## src/rtl/ctl_pwm_fade.sv

```systemverilog
// Duty-cycle ramp controller: walks o_val one LSB per step toward a requested target,
// updating only at PWM frame boundaries. Optional macro: CTL_PWM_FADE_RETARGET_EN.
module ctl_pwm_fade #(
    parameter int unsigned p_depth  = 10,
    parameter int unsigned p_step_w = 16
) (
    input  logic                i_clk,
    input  logic                i_rst,
    input  logic [p_depth-1:0]  i_tgt,
    input  logic [p_step_w-1:0] i_period,
    input  logic                i_req_valid,
    output logic                o_req_ready,
    output logic [p_depth-1:0]  o_val,
    output logic                o_busy,
    output logic                o_done
);

    typedef enum logic {StIdle, StRamp} state_e;

    state_e                state_q, state_d;
    logic [p_depth-1:0]    val_q, val_d;
    logic [p_depth-1:0]    frame_q, frame_d;
    logic [p_depth-1:0]    tgt_q, tgt_d;
    logic [p_step_w-1:0]   per_q, per_d;
    logic [p_step_w-1:0]   div_q, div_d;
    logic                  done_q, done_d;
    logic                  boundary;
    logic                  accept;
    logic [p_depth-1:0]    val_step;

`ifdef CTL_PWM_FADE_RETARGET_EN
    assign o_req_ready = 1'b1;
`else
    assign o_req_ready = (state_q == StIdle);
`endif
    assign o_busy   = (state_q == StRamp);
    assign o_val    = val_q;
    assign o_done   = done_q;
    assign accept   = i_req_valid && o_req_ready;
    assign boundary = (frame_q == {p_depth{1'b1}});
    // Stepping strictly toward the target means this never wraps.
    assign val_step = (tgt_q > val_q) ? val_q + p_depth'(1) : val_q - p_depth'(1);

    always_comb begin
        state_d = state_q;
        val_d   = val_q;
        frame_d = frame_q + p_depth'(1);
        tgt_d   = tgt_q;
        per_d   = per_q;
        div_d   = div_q;
        done_d  = 1'b0;
        unique case (state_q)
            StIdle: begin
                if (accept) begin
                    tgt_d = i_tgt;
                    per_d = i_period;
                    div_d = '0;
                    if (i_tgt != val_q) state_d = StRamp;
                    else                done_d  = 1'b1;
                end
            end
            StRamp: begin
                // A retarget accept (only possible with the macro) overrides the boundary update.
                if (accept) begin
                    tgt_d = i_tgt;
                    per_d = i_period;
                    div_d = '0;
                    if (i_tgt == val_q) begin
                        state_d = StIdle;
                        done_d  = 1'b1;
                    end
                end else if (boundary) begin
                    if (div_q == per_q) begin
                        div_d = '0;
                        val_d = val_step;
                        if (val_step == tgt_q) begin
                            state_d = StIdle;
                            done_d  = 1'b1;
                        end
                    end else begin
                        div_d = div_q + p_step_w'(1);
                    end
                end
            end
            default: state_d = StIdle;
        endcase
    end

    always_ff @(posedge i_clk) begin
        if (i_rst) begin
            state_q <= StIdle;
            val_q   <= '0;
            frame_q <= '0;
            tgt_q   <= '0;
            per_q   <= '0;
            div_q   <= '0;
            done_q  <= 1'b0;
        end else begin
            state_q <= state_d;
            val_q   <= val_d;
            frame_q <= frame_d;
            tgt_q   <= tgt_d;
            per_q   <= per_d;
            div_q   <= div_d;
            done_q  <= done_d;
        end
    end

endmodule

```

## config.mk

```make
export PLATFORM = sky130hd
export DESIGN_NAME = ctl_pwm_fade
export DESIGN_NICKNAME = d
export VERILOG_FILES = /design/src/rtl/ctl_pwm_fade.sv
export SDC_FILE = /design/constraint.sdc
export NUM_CORES = 1
export LEC_CHECK = 0
export CORE_MARGIN = 2
export CORE_UTILIZATION = 56
export DETAILED_ROUTE_END_ITERATION = 12
export PLACE_DENSITY = 0.8
export SLEW_MARGIN = 20
export SYNTH_ARGS = -nofsm -noshare
export SYNTH_HDL_FRONTEND = slang
export SYNTH_SLANG_ARGS = --single-unit
```

## constraint.sdc

```tcl
create_clock -name i_clk -period 4.18 [get_ports i_clk]
set_input_delay 0.418 -clock i_clk [delete_from_list [all_inputs] [get_ports i_clk]]
set_output_delay 0.418 -clock i_clk [all_outputs]
set_load 0.005 [all_outputs]
```

==> results of run 1 <==
==> critical path: stages, from the launching register on <==
cell	delay (ns)
dfxtp_1	0.42
inv_1	0.07
ha_1	0.31
a21o_1	0.16
a21oi_1	0.17
nand2_1	0.12
o21ai_4	0.38
inv_1	0.10
fa_1	0.41
nor2b_1	0.18
o221ai_1	0.25
a21oi_1	0.22
xor2_1	0.26
xnor2_1	0.16
and4_1	0.24
o21ba_1	0.14
==> Yosys cell counts, drive strengths merged, types with 2 or more instances <==
cell    number
o21a         2
xor2        25
mux2i        2
nand4       12
nand3       11
a21oi       45
inv         15
nor2b        6
o21ai        7
xnor3        3
nor2        39
ha          22
and3         6
or4          2
nand2b       2
nand2       67
a211oi       3
buf          5
o21ba        2
nor4         4
dfxtp       64
or3          5
xnor2       37
and4         2
a21o         6
clkbuf      11
nor3         4
==> power by group through the flow <==
stage	logic [W]	registers, W	clock network (W)
after detailed placement	0.000285	0.000658	0
after CTS	0.000288	0.000644	0.000558
after floorplan	0.000212	0.000653	0
after global placement	0.000281	0.000657	0
after global routing	0.000316	0.000646	0.000584
final	0.000288	0.000644	0.000550
==> cell families after synthesis <==
| family | count (synthesis) | share of synthesized area |
|---|---|---|
| AO/OA/AOI/OAI | 74 | 0.136 |
| XOR/XNOR | 65 | 0.169 |
| adder cells (fa/ha/maj) | 23 | 0.0818 |
| buffers and inverters | 31 | 0.0333 |
| flip-flops | 64 | 0.355 |
| multiplexers | 2 | 0.00555 |
| AND/OR/NAND/NOR | 164 | 0.219 |
==> metrics by stage <==
step,instance area [sq um],instances
CTS,4280,543
floorplan,3610,423
global route,4280,543
finish,4280,543
global placement,4080,528
detailed placement,4080,528
==> state kept, by name, indices dropped and copies added, names as in the netlist <==
| signal | cells |
|---|---|
| div_q | 16 |
| frame_q | 10 |
| o_busy | 1 |
| o_done | 1 |
| o_val | 10 |
| per_q | 16 |
| tgt_q | 10 |
==> worst min-delay path by stage <==
stage	to	slack, ns	depth (start not counted)
global route	frame_q[0]	0.47	1
CTS	frame_q[0]	0.46	1
global placement	frame_q[0]	0.43	1
floorplan	frame_q[0]	0.42	1
detailed placement	frame_q[0]	0.44	1
finish	frame_q[0]	0.45	1
==> cell type report <==
class                           count  area share
Inverter                           15      0.0131
Clock inverter                      2     0.00876
Timing Repair Buffer               44       0.101
Sequential cell                    64       0.299
Multi-Input combinational cell    328       0.516
Tap cell                           77      0.0225
Clock buffer                       13      0.0394
==> per-layer routing <==
layer,GRT usage,vias up
met2,0.388,74
met4,0.0630,0
met5,0,-
met1,0.318,1403
li1,-,1517
met3,0.0619,9
==> results.toml, run 1 <==
[sta]
setup_viol_count_final = 0
skew_ns = 0.00289
fin_setup_tns_ns = 0
timing.hold.ws_ns = 0.455
maxSlewViolCount = 0
finalCritPeriodShare = 0.875
relSlewSlack = 0.646
timing_worst_slew_pin_value_ns = 0.530
min_period_ns = 3.66
rsz0062_at_grt = "false"
hold_viol = 0
setup_slack_ns = 0.523
max_freq_mhz = 273

[detailed_routing]
wirelength_met1_mm = 3.89
dr.max_layer_used = "met4"
drtAntennaViolNets = 0
drt-vias-per-instance = 5.53
wirelength_mm = 8.12
route.met3.wl_um = 466
firstDrtPassIters = 4
initialDrtViolationCount = 157
drc = 0
wire_per_inst_um = 15.0
met2WireLength_mm = 3.66
dr_total_vias = 3003

[setup_path]
rrSetupSlack_ns = 0.52
arrival_ns = 3.94
startpoint = "o_val[5]"
critical_path.endpoint_type = "register"
crit_fanout = 13
reg2reg_depth = 15
worst_r2r_startpoint = "o_val[5]"
r2r_end = "o_done"
crit_required_ns = 4.46
crit_end = "o_done"
path_class = "register to register"
start_kind = "register"

[yosys]
yosysTopAreaCellShare = 0.355
synthFlopType = "dfxtp_1"
synth_largest_area_cell = "dfxtp_1"
ys_warn_count = 0
synth-async-reset-ratio = 0
ys_seq_area_frac = 0.355
netlist_instances = 423
syn-num-nets = 475
synth_edf_count = 0
synthTopCellsByArea = "dfxtp_1 (36%), xnor2_1 (9.0%), ha_1 (7.6%), nand2_1 (6.8%), a21oi_1 (6.2%)"
yosysUniqueCellTypes = 49
synth_area_sq_um = 3610
synth_seq_cells = 64
synth.avg_cell_area_sq_um = 8.53

[floorplanning]
die_area_sq_um = 7100
num_io_pins = 42
num_rows = 29
initial_core_util = 0.575
die_w_um = 84.3
die_h_um = 84.3
coreArea_sq_um = 6280

[power_and_ir_drop]
intPower_w = 0.00109
p_total_w = 0.00148
peakVddDrop_mv = 0.237
clock_power_share = 0.371
comb_power_share = 0.194
seqPwrFrac = 0.435
p_sw_frac = 0.267
power.leakage_nw = 1.68
p_per_area_nw_per_um2 = 346
p_sw_w = 0.000396

[global_route]
grt_max_degree = 51
grt_pass1_wl_mm = 13.6
grt_util_all_layers = 0.239
overflow = 0
antenna_found_initial = 0
grt_pass1_vias = 2944

[final_layout]
multi_input_area_sq_um = 2210
fillers = 533
final_common_cell = "nand2_1"
final_core_util = 0.682
final_cell_mix = "nand2_1 (65), dfxtp_1 (64), a21oi_1 (45)"
seq_area_sq_um = 1280
nNetsFinal = 514
syn2layout_area_growth_pct = 18.7
n_antenna_cell = 0
final_layout_size_suffix_gt1_frac = 0.0665

[worst_hold_path]
min-delay-start = "frame_q[0]"
min_path_type = "register to register"

[clock_tree]
path_clk_slew_ns = 0.07
post_cts_resized = 0
cts_buffers = 9
cts_buffer_depth = 2
htree_num_levels = 3
tritoncts = "done"
post-cts-setup-buffers = 0
ctsHoldBuffers = 0
cts_sinks = 64
root_buffer = "clkbuf_8"
clock_latency_ns = 0.33

[place]
gp_congestion = 0.872
portBuffers = 41
hpwl_mm = 5.75
place_ws_ns = 0.563

[run_status]
status = "finished clean"

[run]
maxCapViolations = 0
Note: power is estimated with default switching activity, not from simulation.
==> inputs of run 2 (changes only) <==
--- a/config.mk
+++ b/config.mk
@@ -8,6 +8,7 @@
 export CORE_MARGIN = 2
 export CORE_UTILIZATION = 56
 export DETAILED_ROUTE_END_ITERATION = 12
+export GPL_ROUTABILITY_DRIVEN = 0
 export PLACE_DENSITY = 0.8
 export SLEW_MARGIN = 20
 export SYNTH_ARGS = -nofsm -noshare
==> results.toml, run 2 (synthesized netlist as in run 1, its figures left out) <==
[run_status]
status = "finished clean"

[clock_tree]
tritoncts = "done"
post_cts_resized = 0
htree_num_levels = 3
cts_sinks = 64
cts_buffer_depth = 2
cts_buffers = 9
ctsHoldBuffers = 0
post-cts-setup-buffers = 0
root_buffer = "clkbuf_8"
path_clk_slew_ns = 0.07
clock_latency_ns = 0.35

[global_route]
overflow = 0
grt_max_degree = 50
grt_pass1_wl_mm = 13.6
grt_pass1_vias = 2939
antenna_found_initial = 0
grt_util_all_layers = 0.239

[power_and_ir_drop]
p_total_w = 0.00154
p_per_area_nw_per_um2 = 358
peakVddDrop_mv = 0.241
power.leakage_nw = 1.69

[sta]
relSlewSlack = 0.657
max_freq_mhz = 275
rsz0062_at_grt = "false"
fin_setup_tns_ns = 0
min_period_ns = 3.64
setup_viol_count_final = 0
maxSlewViolCount = 0
timing.hold.ws_ns = 0.460
skew_ns = 0.00957
setup_slack_ns = 0.544
timing_worst_slew_pin_value_ns = 0.514
finalCritPeriodShare = 0.870
hold_viol = 0

[final_layout]
final_cell_mix = "nand2_1 (65), dfxtp_1 (64), a21oi_1 (45)"
syn2layout_area_growth_pct = 19.3
final_core_util = 0.686
final_common_cell = "nand2_1"
top_regs = "div_q: 16 flops, per_q: 16 flops"
final_layout_size_suffix_gt1_frac = 0.0707
n_antenna_cell = 0
nNetsFinal = 514

[run]
maxCapViolations = 0

[detailed_routing]
wire_per_inst_um = 14.7
initialDrtViolationCount = 155
drc = 0
drt-vias-per-instance = 5.51
dr_total_vias = 2998
firstDrtPassIters = 4
drtAntennaViolNets = 0
wirelength_mm = 7.99

[place]
portBuffers = 41
hpwl_mm = 5.62
place_ws_ns = 0.581

[floorplanning]
die_h_um = 84.3
num_io_pins = 42
coreArea_sq_um = 6280
die_area_sq_um = 7100
initial_core_util = 0.575
die_w_um = 84.3
num_rows = 29

[worst_hold_path]
holdPathStages = 1
min_path_type = "register to register"
min-delay-start = "frame_q[0]"
min_to = "frame_q[0]"

[setup_path]
reg2reg_depth = 15
startpoint = "o_val[8]"
path_class = "register to register"
rrSetupSlack_ns = 0.54
worst_r2r_startpoint = "o_val[8]"
crit_required_ns = 4.39
arrival_ns = 3.85
critical_path.endpoint_type = "register"
crit_fanout = 13
start_kind = "register"
r2r_end = "o_busy"
## run 2: cell types whose count changed in the layout (fill, tap and decap cells not counted)
cell / change
clkinv_2: +1
clkbuf_1: -1
clkbuf_8: -2
inv_6: +1
bufinv_16: +1
clkinv_4: +2
clkinvlp_4: -1
## run 2: how the worst max path moves through the flow
stage,endpoint,slack [ns],depth (start not counted)
finish,o_busy,0.54,15
global route,o_busy,0.29,15
CTS,o_done,0.57,14
detailed placement,o_done,0.58,14
global placement,o_done,0.69,14
floorplan,o_done,0.86,14
## run 2: final cells by class
type                            instances  area, sq um
Multi-Input combinational cell        328         2210
Tap cell                               77         96.3
Clock inverter                          6         91.3
Inverter                               15         56.3
Clock buffer                           10          138
Timing Repair Buffer                   44          433
Fill cell                             513         1970
Sequential cell                        64         1280
## run 2: report_power, final
group | leakage [nW] | total (W) | switching (W) | internal (W)
Combinational | 1.06 | 0.000287 | 0.000150 | 0.000136
Sequential | 0.520 | 0.000644 | 0.0000166 | 0.000628
Clock | 0.117 | 0.000610 | 0.000255 | 0.000355
## run 2: through the flow
step / instances / instance area (sq um)
floorplan: 423 / 3610
global placement: 528 / 4080
detailed placement: 528 / 4080
CTS: 544 / 4310
global route: 544 / 4310
finish: 544 / 4310
## run 2: layer usage
layer	vias up	global-route usage	share of wire
met5	-	0	0
met4	0	0.117	0.023
met3	15	0.0472	0.058
met2	67	0.382	0.45
met1	1397	0.309	0.46
li1	1519	-	-
## run 2: critical path: stages, from the launching register on
cell and delay, ns:
dfxtp_1 0.42, inv_1 0.07, ha_1 0.31, a21o_1 0.16, a21oi_1 0.20, nand2_1 0.13
o21ai_4 0.37, inv_1 0.11, fa_1 0.42, nor2b_1 0.20, o221ai_1 0.21, a21oi_1 0.22
xor2_1 0.25, xnor2_1 0.15, and4_1 0.22, nor3_1 0.05
